===== src/rtl/cmyk_pkg.sv =====
// Shared types and constants for the CMYK frame scheduler.
// State encoding and FIFO word marker layout.
package cmyk_pkg;

  localparam int DEF_PRECISION = 8;

  typedef enum logic [1:0] {
    S_IDLE,
    S_RUN,
    S_DRAIN,
    S_DONE
  } state_t;

  localparam int MARK_W   = 3;
  localparam int MARK_SOF = 0;
  localparam int MARK_EOL = 1;
  localparam int MARK_EOF = 2;

endpackage


===== src/rtl/rgb_to_cmyk.sv =====
// RGB to CMYK converter with a fixed-depth free-running pipe.
// K = max' ; C/M/Y = max - channel (under-colour removal form).
module rgb_to_cmyk #(
  parameter int P   = 8,
  parameter int LAT = 2
) (
  input  logic         clk,
  input  logic         rst,
  input  logic [P-1:0] r,
  input  logic [P-1:0] g,
  input  logic [P-1:0] b,
  output logic [P-1:0] c,
  output logic [P-1:0] m,
  output logic [P-1:0] y,
  output logic [P-1:0] k
);

  logic [P-1:0]   mx;
  logic [4*P-1:0] pipe [LAT];

  // largest channel sets the black level
  always_comb begin
    mx = r;
    if (g > mx) mx = g;
    if (b > mx) mx = b;
  end

  // data pipe; validity is tracked by the caller
  always_ff @(posedge clk) begin
    if (rst) begin
      for (int i = 0; i < LAT; i++) pipe[i] <= '0;
    end else begin
      pipe[0] <= {mx - r, mx - g, mx - b, ~mx};
      for (int i = 1; i < LAT; i++) pipe[i] <= pipe[i-1];
    end
  end

  assign {c, m, y, k} = pipe[LAT-1];

endmodule


===== src/rtl/cmyk_frame_scheduler.sv =====
// Frame sequencer around rgb_to_cmyk with credit-based input
// and a first-word fall-through output FIFO.
module cmyk_frame_scheduler
  import cmyk_pkg::*;
#(
  parameter int COLOR_PRECISION = DEF_PRECISION,
  parameter int CONV_LATENCY    = 2,
  parameter int OUT_DEPTH       = 4,
  parameter int H_RES           = 4,
  parameter int V_RES           = 2
) (
  input  logic                       i_sysclk,
  input  logic                       i_arst,
  input  logic                       i_start,
  input  logic                       i_abort,
  input  logic                       i_rgb_valid,
  output logic                       o_rgb_ready,
  input  logic [COLOR_PRECISION-1:0] i_R,
  input  logic [COLOR_PRECISION-1:0] i_G,
  input  logic [COLOR_PRECISION-1:0] i_B,
  output logic                       o_cmyk_valid,
  input  logic                       i_cmyk_ready,
  output logic [COLOR_PRECISION-1:0] o_C,
  output logic [COLOR_PRECISION-1:0] o_M,
  output logic [COLOR_PRECISION-1:0] o_Y,
  output logic [COLOR_PRECISION-1:0] o_K,
  output logic                       o_sof,
  output logic                       o_eol,
  output logic                       o_eof,
  output logic                       o_busy,
  output logic                       o_done
);

  localparam int P  = COLOR_PRECISION;
  localparam int DW = 4 * P;
  localparam int WW = DW + MARK_W;
  localparam int AW = (OUT_DEPTH > 1) ? $clog2(OUT_DEPTH) : 1;
  localparam int CW = $clog2(2 * OUT_DEPTH + 2);
  localparam int XW = (H_RES > 1) ? $clog2(H_RES) : 1;
  localparam int YW = (V_RES > 1) ? $clog2(V_RES) : 1;

  state_t            state, state_nx;
  logic [XW-1:0]     x;
  logic [YW-1:0]     y;
  logic              accept, exit, pop, flush;
  logic              line_end, frame_end;
  logic [MARK_W-1:0] mk_in;
  logic [CONV_LATENCY-1:0] vld;
  logic [MARK_W-1:0] mk [CONV_LATENCY];
  logic [P-1:0]      cv_c, cv_m, cv_y, cv_k;
  logic [WW-1:0]     mem [OUT_DEPTH];
  logic [WW-1:0]     head;
  logic [AW-1:0]     wr_ptr, rd_ptr;
  logic [CW-1:0]     count, inflight;

  assign line_end  = (x == XW'(H_RES - 1));
  assign frame_end = line_end && (y == YW'(V_RES - 1));
  assign flush     = i_abort && (state == S_RUN || state == S_DRAIN);
  assign exit      = vld[CONV_LATENCY-1];

  assign o_rgb_ready  = (state == S_RUN) &&
                        ((count + inflight) < CW'(OUT_DEPTH));
  assign accept       = i_rgb_valid && o_rgb_ready;
  assign o_cmyk_valid = (count != '0);
  assign pop          = o_cmyk_valid && i_cmyk_ready;

  assign head  = o_cmyk_valid ? mem[rd_ptr] : '0;
  assign o_sof = head[DW + MARK_SOF];
  assign o_eol = head[DW + MARK_EOL];
  assign o_eof = head[DW + MARK_EOF];
  assign {o_C, o_M, o_Y, o_K} = head[DW-1:0];

  rgb_to_cmyk #(
    .P   (P),
    .LAT (CONV_LATENCY)
  ) u_conv (
    .clk (i_sysclk),
    .rst (i_arst),
    .r   (i_R),
    .g   (i_G),
    .b   (i_B),
    .c   (cv_c),
    .m   (cv_m),
    .y   (cv_y),
    .k   (cv_k)
  );

  // markers for the pixel being accepted now
  always_comb begin
    mk_in           = '0;
    mk_in[MARK_SOF] = (x == '0) && (y == '0);
    mk_in[MARK_EOL] = line_end;
    mk_in[MARK_EOF] = frame_end;
  end

  // next state and status outputs
  always_comb begin
    state_nx = state;
    o_busy   = 1'b0;
    o_done   = 1'b0;
    unique case (state)
      S_IDLE: begin
        if (i_start && !i_abort) state_nx = S_RUN;
      end
      S_RUN: begin
        o_busy = 1'b1;
        if (i_abort) state_nx = S_IDLE;
        else if (accept && frame_end) state_nx = S_DRAIN;
      end
      S_DRAIN: begin
        o_busy = 1'b1;
        if (i_abort) state_nx = S_IDLE;
        else if (inflight == '0 &&
                 (count == '0 || (count == CW'(1) && pop)))
          state_nx = S_DONE;
      end
      S_DONE: begin
        o_done   = 1'b1;
        state_nx = S_IDLE;
      end
      default: state_nx = S_IDLE;
    endcase
  end

  // state register
  always_ff @(posedge i_sysclk) begin
    if (i_arst) state <= S_IDLE;
    else        state <= state_nx;
  end

  // raster position of the next pixel to accept
  always_ff @(posedge i_sysclk) begin
    if (i_arst) begin
      x <= '0;
      y <= '0;
    end else if (state == S_IDLE && i_start && !i_abort) begin
      x <= '0;
      y <= '0;
    end else if (accept) begin
      if (line_end) begin
        x <= '0;
        y <= (y == YW'(V_RES - 1)) ? '0 : y + 1'b1;
      end else begin
        x <= x + 1'b1;
      end
    end
  end

  // valid/marker shadow running beside the converter
  always_ff @(posedge i_sysclk) begin
    if (i_arst || flush) begin
      vld <= '0;
      for (int i = 0; i < CONV_LATENCY; i++) mk[i] <= '0;
    end else begin
      vld[0] <= accept;
      mk[0]  <= mk_in;
      for (int i = 1; i < CONV_LATENCY; i++) begin
        vld[i] <= vld[i-1];
        mk[i]  <= mk[i-1];
      end
    end
  end

  // pixels launched but not yet in the FIFO
  always_ff @(posedge i_sysclk) begin
    if (i_arst || flush) inflight <= '0;
    else inflight <= inflight + CW'(accept) - CW'(exit);
  end

  // FIFO storage
  always_ff @(posedge i_sysclk) begin
    if (exit) mem[wr_ptr] <= {mk[CONV_LATENCY-1], cv_c, cv_m, cv_y, cv_k};
  end

  // FIFO pointers and occupancy
  always_ff @(posedge i_sysclk) begin
    if (i_arst || flush) begin
      wr_ptr <= '0;
      rd_ptr <= '0;
      count  <= '0;
    end else begin
      if (exit)
        wr_ptr <= (wr_ptr == AW'(OUT_DEPTH - 1)) ? '0 : wr_ptr + 1'b1;
      if (pop)
        rd_ptr <= (rd_ptr == AW'(OUT_DEPTH - 1)) ? '0 : rd_ptr + 1'b1;
      count <= count + CW'(exit) - CW'(pop);
    end
  end

endmodule


===== config.mk =====
export PLATFORM = sky130hd
export DESIGN_NAME = cmyk_frame_scheduler
export DESIGN_NICKNAME = d
export VERILOG_FILES = /design/src/rtl/cmyk_pkg.sv /design/src/rtl/rgb_to_cmyk.sv /design/src/rtl/cmyk_frame_scheduler.sv
export SDC_FILE = /design/constraint.sdc
export NUM_CORES = 1
export LEC_CHECK = 0
export ABC_CLOCK_PERIOD_IN_PS = 4700
export BUFFER_PORTS_ARGS = -buffer_cell sky130_fd_sc_hd__buf_2
export CORE_MARGIN = 1
export CORE_UTILIZATION = 54
export CTS_CLUSTER_DIAMETER = 60
export DETAILED_ROUTE_END_ITERATION = 10
export PLACE_DENSITY = 0.75
export REMOVE_ABC_BUFFERS = 1
export SLEW_MARGIN = 15
export SYNTH_ARGS = -nofsm -noshare
export SYNTH_HDL_FRONTEND = slang
export SYNTH_SLANG_ARGS = --single-unit

===== constraint.sdc =====
create_clock -name i_sysclk -period 4.7 [get_ports i_sysclk]
set_input_delay 0.47 -clock i_sysclk [delete_from_list [all_inputs] [get_ports i_sysclk]]
set_output_delay 0.47 -clock i_sysclk [all_outputs]
set_load 0.05 [all_outputs]

==> metrics.txt <==
# TYPE chip_impl_metric gauge
chip_impl_metric{name="min_period_over_period",unit=""} 0.960
chip_impl_metric{name="numClockSinks",unit=""} 231
chip_impl_metric{name="cts-hold-fix-buffers",unit=""} 0
chip_impl_metric{name="synth-compound-area-share",unit=""} 0.0527
chip_impl_metric{name="finalWeightedCongestion",unit=""} 0.936
chip_impl_metric{name="final_hold_viol_count",unit=""} 0
chip_impl_metric{name="ys_seq_area_frac",unit=""} 0.614
chip_impl_metric{name="yosysWarnings",unit=""} 0
chip_impl_metric{name="synth-async-reset-ratio",unit=""} 0
chip_impl_metric{name="required_worst_endpoint",unit="ps"} 5040
chip_impl_metric{name="slew_violations",unit=""} 0
chip_impl_info{name="critical_path.top_delay_family",value="compound AO/OA/AOI/OAI gates"} 1
chip_impl_metric{name="grt_max_degree",unit=""} 64
chip_impl_info{name="hold_path_class",value="in2reg"} 1
chip_impl_metric{name="multi_input_comb_area",unit="um2"} 3540
chip_impl_metric{name="sequential_cell_area",unit="um2"} 6030
chip_impl_metric{name="drtIter0Drc",unit=""} 280
chip_impl_metric{name="power-per-cell-area",unit="nW/um2"} 549
chip_impl_metric{name="clock_input_transition_at_the_sequential_cells_of_the_worst_setup_and_hold_paths",unit="ps"} 60
chip_impl_metric{name="critical_path_cell_count",unit=""} 24
chip_impl_info{name="crit_path_end_kind",value="flip-flop"} 1
chip_impl_metric{name="detail_route.first_pass.iterations",unit=""} 4
chip_impl_metric{name="yosys.area.top_type_share",unit=""} 0.428
chip_impl_metric{name="power.total",unit="mW"} 6.35
chip_impl_info{name="timing.critical_path.cells",value="buf_2 > inv_1 > ha_1 > nand4_1 > nor2_2 > a211o_1 > a21oi_1 > a21oi_2 > ha_1 > and3_1 > a221o_1 > a22oi_1 > buf_4 > nor2_1 > a21oi_1 > buf_4 > ha_1 > nor2b_1 > o21ai_1 > a21oi_1 > o21ai_1 > nand2b_1 > xnor2_1 > nor2_1"} 1
chip_impl_metric{name="hpwlAfterDp",unit="um"} 12500
chip_impl_info{name="critical_path.startpoint_type",value="input pin"} 1
chip_impl_metric{name="synthToLayoutAreaGrowth",unit="%"} 17.7
chip_impl_metric{name="postPlaceCellArea",unit="um2"} 10800
chip_impl_metric{name="initial_utilization",unit=""} 0.560
chip_impl_metric{name="cts_buffer_depth",unit=""} 3
chip_impl_metric{name="final_core_utilization",unit=""} 0.659
chip_impl_metric{name="routed_via_density",unit=""} 5.26
chip_impl_metric{name="final_routed_drc_violation_total",unit=""} 0
chip_impl_metric{name="worst_slack",unit="ps"} 188
chip_impl_metric{name="post_route_cell_area",unit="um2"} 11600
chip_impl_metric{name="yosys.area_share.simple",unit=""} 0.113
chip_impl_metric{name="dp.cells",unit=""} 1043
chip_impl_metric{name="final_layout_size_suffix_gt1_frac",unit=""} 0.253
chip_impl_metric{name="insertedDiodeCount",unit=""} 0
chip_impl_metric{name="synth_mux_area_frac",unit=""} 0.0843
chip_impl_metric{name="route.vias.total",unit=""} 5712
chip_impl_metric{name="p_leak",unit="nW"} 4.59
chip_impl_metric{name="source_to_sink_clock_delay_at_the_later_pin_of_the_worst_skew_pair",unit="ps"} 500
chip_impl_metric{name="path_buf_inv",unit=""} 4
chip_impl_info{name="rr_endpoint",value="state[1]"} 1
chip_impl_info{name="critical_path.slowest_cell",value="sky130_fd_sc_hd__a211o_1"} 1
chip_impl_metric{name="track_usage",unit=""} 0.209
chip_impl_info{name="crit_path_start",value="i_R[6]"} 1
chip_impl_metric{name="synth-edff-count",unit=""} 140
chip_impl_metric{name="syn_area_per_cell",unit="um2"} 13.7
chip_impl_metric{name="ys_types",unit=""} 50
chip_impl_info{name="run_status",value="finished, final reports clean"} 1
chip_impl_metric{name="design.portCount",unit=""} 69
chip_impl_metric{name="grt_overflow",unit=""} 0
chip_impl_metric{name="layout.cells.non_filler",unit=""} 1086
chip_impl_metric{name="fmax",unit="MHz"} 222
chip_impl_info{name="synth.area.top_cells",value="sky130_fd_sc_hd__edfxtp_1 (43%), sky130_fd_sc_hd__dfxtp_1 (19%), sky130_fd_sc_hd__mux4_2 (8.0%)"} 1
chip_impl_metric{name="slew_margin_rel",unit=""} 0.394
chip_impl_metric{name="yosys.area_share.xor_xnor",unit=""} 0.0176
chip_impl_metric{name="grt_first_pass_wirelength",unit="um"} 30000
chip_impl_metric{name="finalHoldWorstSlack",unit="ps"} 243
chip_impl_metric{name="number_of_global_route_vias_before_repair",unit=""} 6064
chip_impl_info{name="synth.top_cells.by_count",value="sky130_fd_sc_hd__edfxtp_1 (140), sky130_fd_sc_hd__dfxtp_1 (91), sky130_fd_sc_hd__ha_1 (61)"} 1
chip_impl_metric{name="r2r.worst_path.cells",unit=""} 8
chip_impl_info{name="r2r-start",value="count[1]"} 1
chip_impl_metric{name="post_drt_wl_per_cell",unit="um"} 17.1
chip_impl_metric{name="ys_ff_latch",unit=""} 231
chip_impl_metric{name="dieHeight",unit="um"} 137
chip_impl_metric{name="setup-tns-final",unit="ps"} 0
chip_impl_metric{name="fill_cells",unit=""} 1282
chip_impl_metric{name="cp_max_fo",unit=""} 7
chip_impl_metric{name="netlist_instances",unit=""} 715
chip_impl_info{name="synth_area_leader_cell",value="sky130_fd_sc_hd__edfxtp_1"} 1
chip_impl_metric{name="clock-skew-final",unit="ps"} 23.4
chip_impl_metric{name="initial_antenna_violation_count",unit=""} 0
chip_impl_metric{name="die-area",unit="um2"} 18700
chip_impl_info{name="clock_tree_from_tritoncts",value="built"} 1
chip_impl_metric{name="pre_cts_slack",unit="ps"} -289
chip_impl_metric{name="regToRegSetupSlack",unit="ps"} 2050
chip_impl_metric{name="adder_cell_share_of_the_synthesized_area",unit=""} 0.0879
chip_impl_info{name="largest_family_of_logic_cells_by_synthesized_area",value="simple AND/OR/NAND/NOR gates"} 1
chip_impl_info{name="crit_path_end",value="u_conv.pipe[0][29]"} 1
chip_impl_metric{name="width_of_the_chip",unit="um"} 137
chip_impl_metric{name="min_period",unit="ps"} 4510
chip_impl_metric{name="worstMarginPinSlew",unit="ps"} 909
chip_impl_metric{name="worst_ir_drop_vdd",unit="mV"} 0.396
chip_impl_info{name="synth_flop_cell",value="sky130_fd_sc_hd__edfxtp_1"} 1
chip_impl_metric{name="critical_path.max_stage_delay",unit="ps"} 360
chip_impl_metric{name="drtAntennaViolNets",unit=""} 0
chip_impl_metric{name="cts_buffers",unit=""} 23
chip_impl_info{name="most_frequently_used_cell_type_in_the_post_synthesis_netlist",value="sky130_fd_sc_hd__edfxtp_1"} 1
chip_impl_metric{name="netlist_area",unit="um2"} 9820
chip_impl_metric{name="setup_viol",unit=""} 0
chip_impl_metric{name="clock_tree.htree_level_count",unit=""} 1
chip_impl_metric{name="routed_wl",unit="um"} 18600
chip_impl_info{name="critical_path_class",value="in2reg"} 1
chip_impl_metric{name="port_buffers",unit=""} 68
chip_impl_info{name="cts_root_buf",value="sky130_fd_sc_hd__clkbuf_16"} 1
chip_impl_metric{name="num-nets-final",unit=""} 940
chip_impl_metric{name="placement_rows",unit=""} 48
chip_impl_metric{name="crit_arrival",unit="ps"} 4850
chip_impl_metric{name="cap_viol_max_count",unit=""} 0
chip_impl_metric{name="core_area",unit="um2"} 17500
chip_impl_info{name="hold_start",value="i_arst"} 1
flip-flops by register name, indices dropped and copies added (netlist names), named ones only:
| signal | flops |
|---|---|
| count | 4 |
| mk | 6 |
| vld | 2 |
| y | 1 |
| x | 2 |
| inflight | 4 |
| u_conv.pipe | 64 |
| wr_ptr | 2 |
| state | 2 |
| mem | 140 |
| rd_ptr | 2 |
worst min path at each step:
stage          cells after the start  slack [ps]        to
2_1_floorplan                      1         410  mk[0][3]
3_3_place_gp                       1         420    vld[1]
3_5_place_dp                       1         420  mk[0][3]
4_1_cts                            2         240  state[1]
5_1_grt                            2         240  state[1]
6_report                           2         240  state[1]
placed cells by master (no fill, tap or decap), types with 5 or more instances in the layout:
master,n
sky130_fd_sc_hd__a21o_1,6
sky130_fd_sc_hd__a21oi_1,37
sky130_fd_sc_hd__and2_1,49
sky130_fd_sc_hd__and4_1,5
sky130_fd_sc_hd__buf_2,68
sky130_fd_sc_hd__buf_4,58
sky130_fd_sc_hd__clkbuf_1,6
sky130_fd_sc_hd__clkbuf_16,23
sky130_fd_sc_hd__dfxtp_1,90
sky130_fd_sc_hd__edfxtp_1,140
sky130_fd_sc_hd__fa_1,5
sky130_fd_sc_hd__ha_1,61
sky130_fd_sc_hd__inv_1,51
sky130_fd_sc_hd__mux4_2,35
sky130_fd_sc_hd__nand2_1,11
sky130_fd_sc_hd__nand2b_1,9
sky130_fd_sc_hd__nand3_1,5
sky130_fd_sc_hd__nor2_1,51
sky130_fd_sc_hd__nor2b_1,42
sky130_fd_sc_hd__nor3_1,10
sky130_fd_sc_hd__o21ai_0,5
sky130_fd_sc_hd__o21ai_1,10
sky130_fd_sc_hd__xnor2_1,9
sky130_fd_sc_hd__xor2_1,8
logic make-up (layout without fill, tap and decap cells):
family	count (synthesis)	count (layout)
muxes	39	39
buffers and inverters	74	220
and+or+nand+nor	202	202
DFF	231	231
xor gates and xnor gates	18	18
AOI/OAI and AO/OA	85	85
adders and majority gates	66	66
routing by layer:
metal,up-vias,global-route usage,wire length (um)
met5,-,0,0
met4,0,0.0739,298
met3,27,0.0293,1030
met2,128,0.356,9340
met1,2744,0.276,7930
li1,2813,-,-
where the power goes:
part,switching (mW),internal (mW),leakage [nW]
Clock,0.717,1.02,0.359
Combinational,1.36,0.794,2.19
Sequential,0.123,2.34,2.04
cell type report:
class	count	share of cell area
Clock buffer	32	0.0553
Clock inverter	10	0.00855
Inverter	52	0.0169
Multi-Input combinational cell	410	0.306
Sequential cell	231	0.521
Tap cell	225	0.0244
Timing Repair Buffer	126	0.0671
timing repair:
action                     4_1_cts  5_1_grt
setup endpoints to repair        0        9
gates resized for setup          0       12
setup buffers                    0        1
Note: power is estimated with default switching activity, not from simulation.
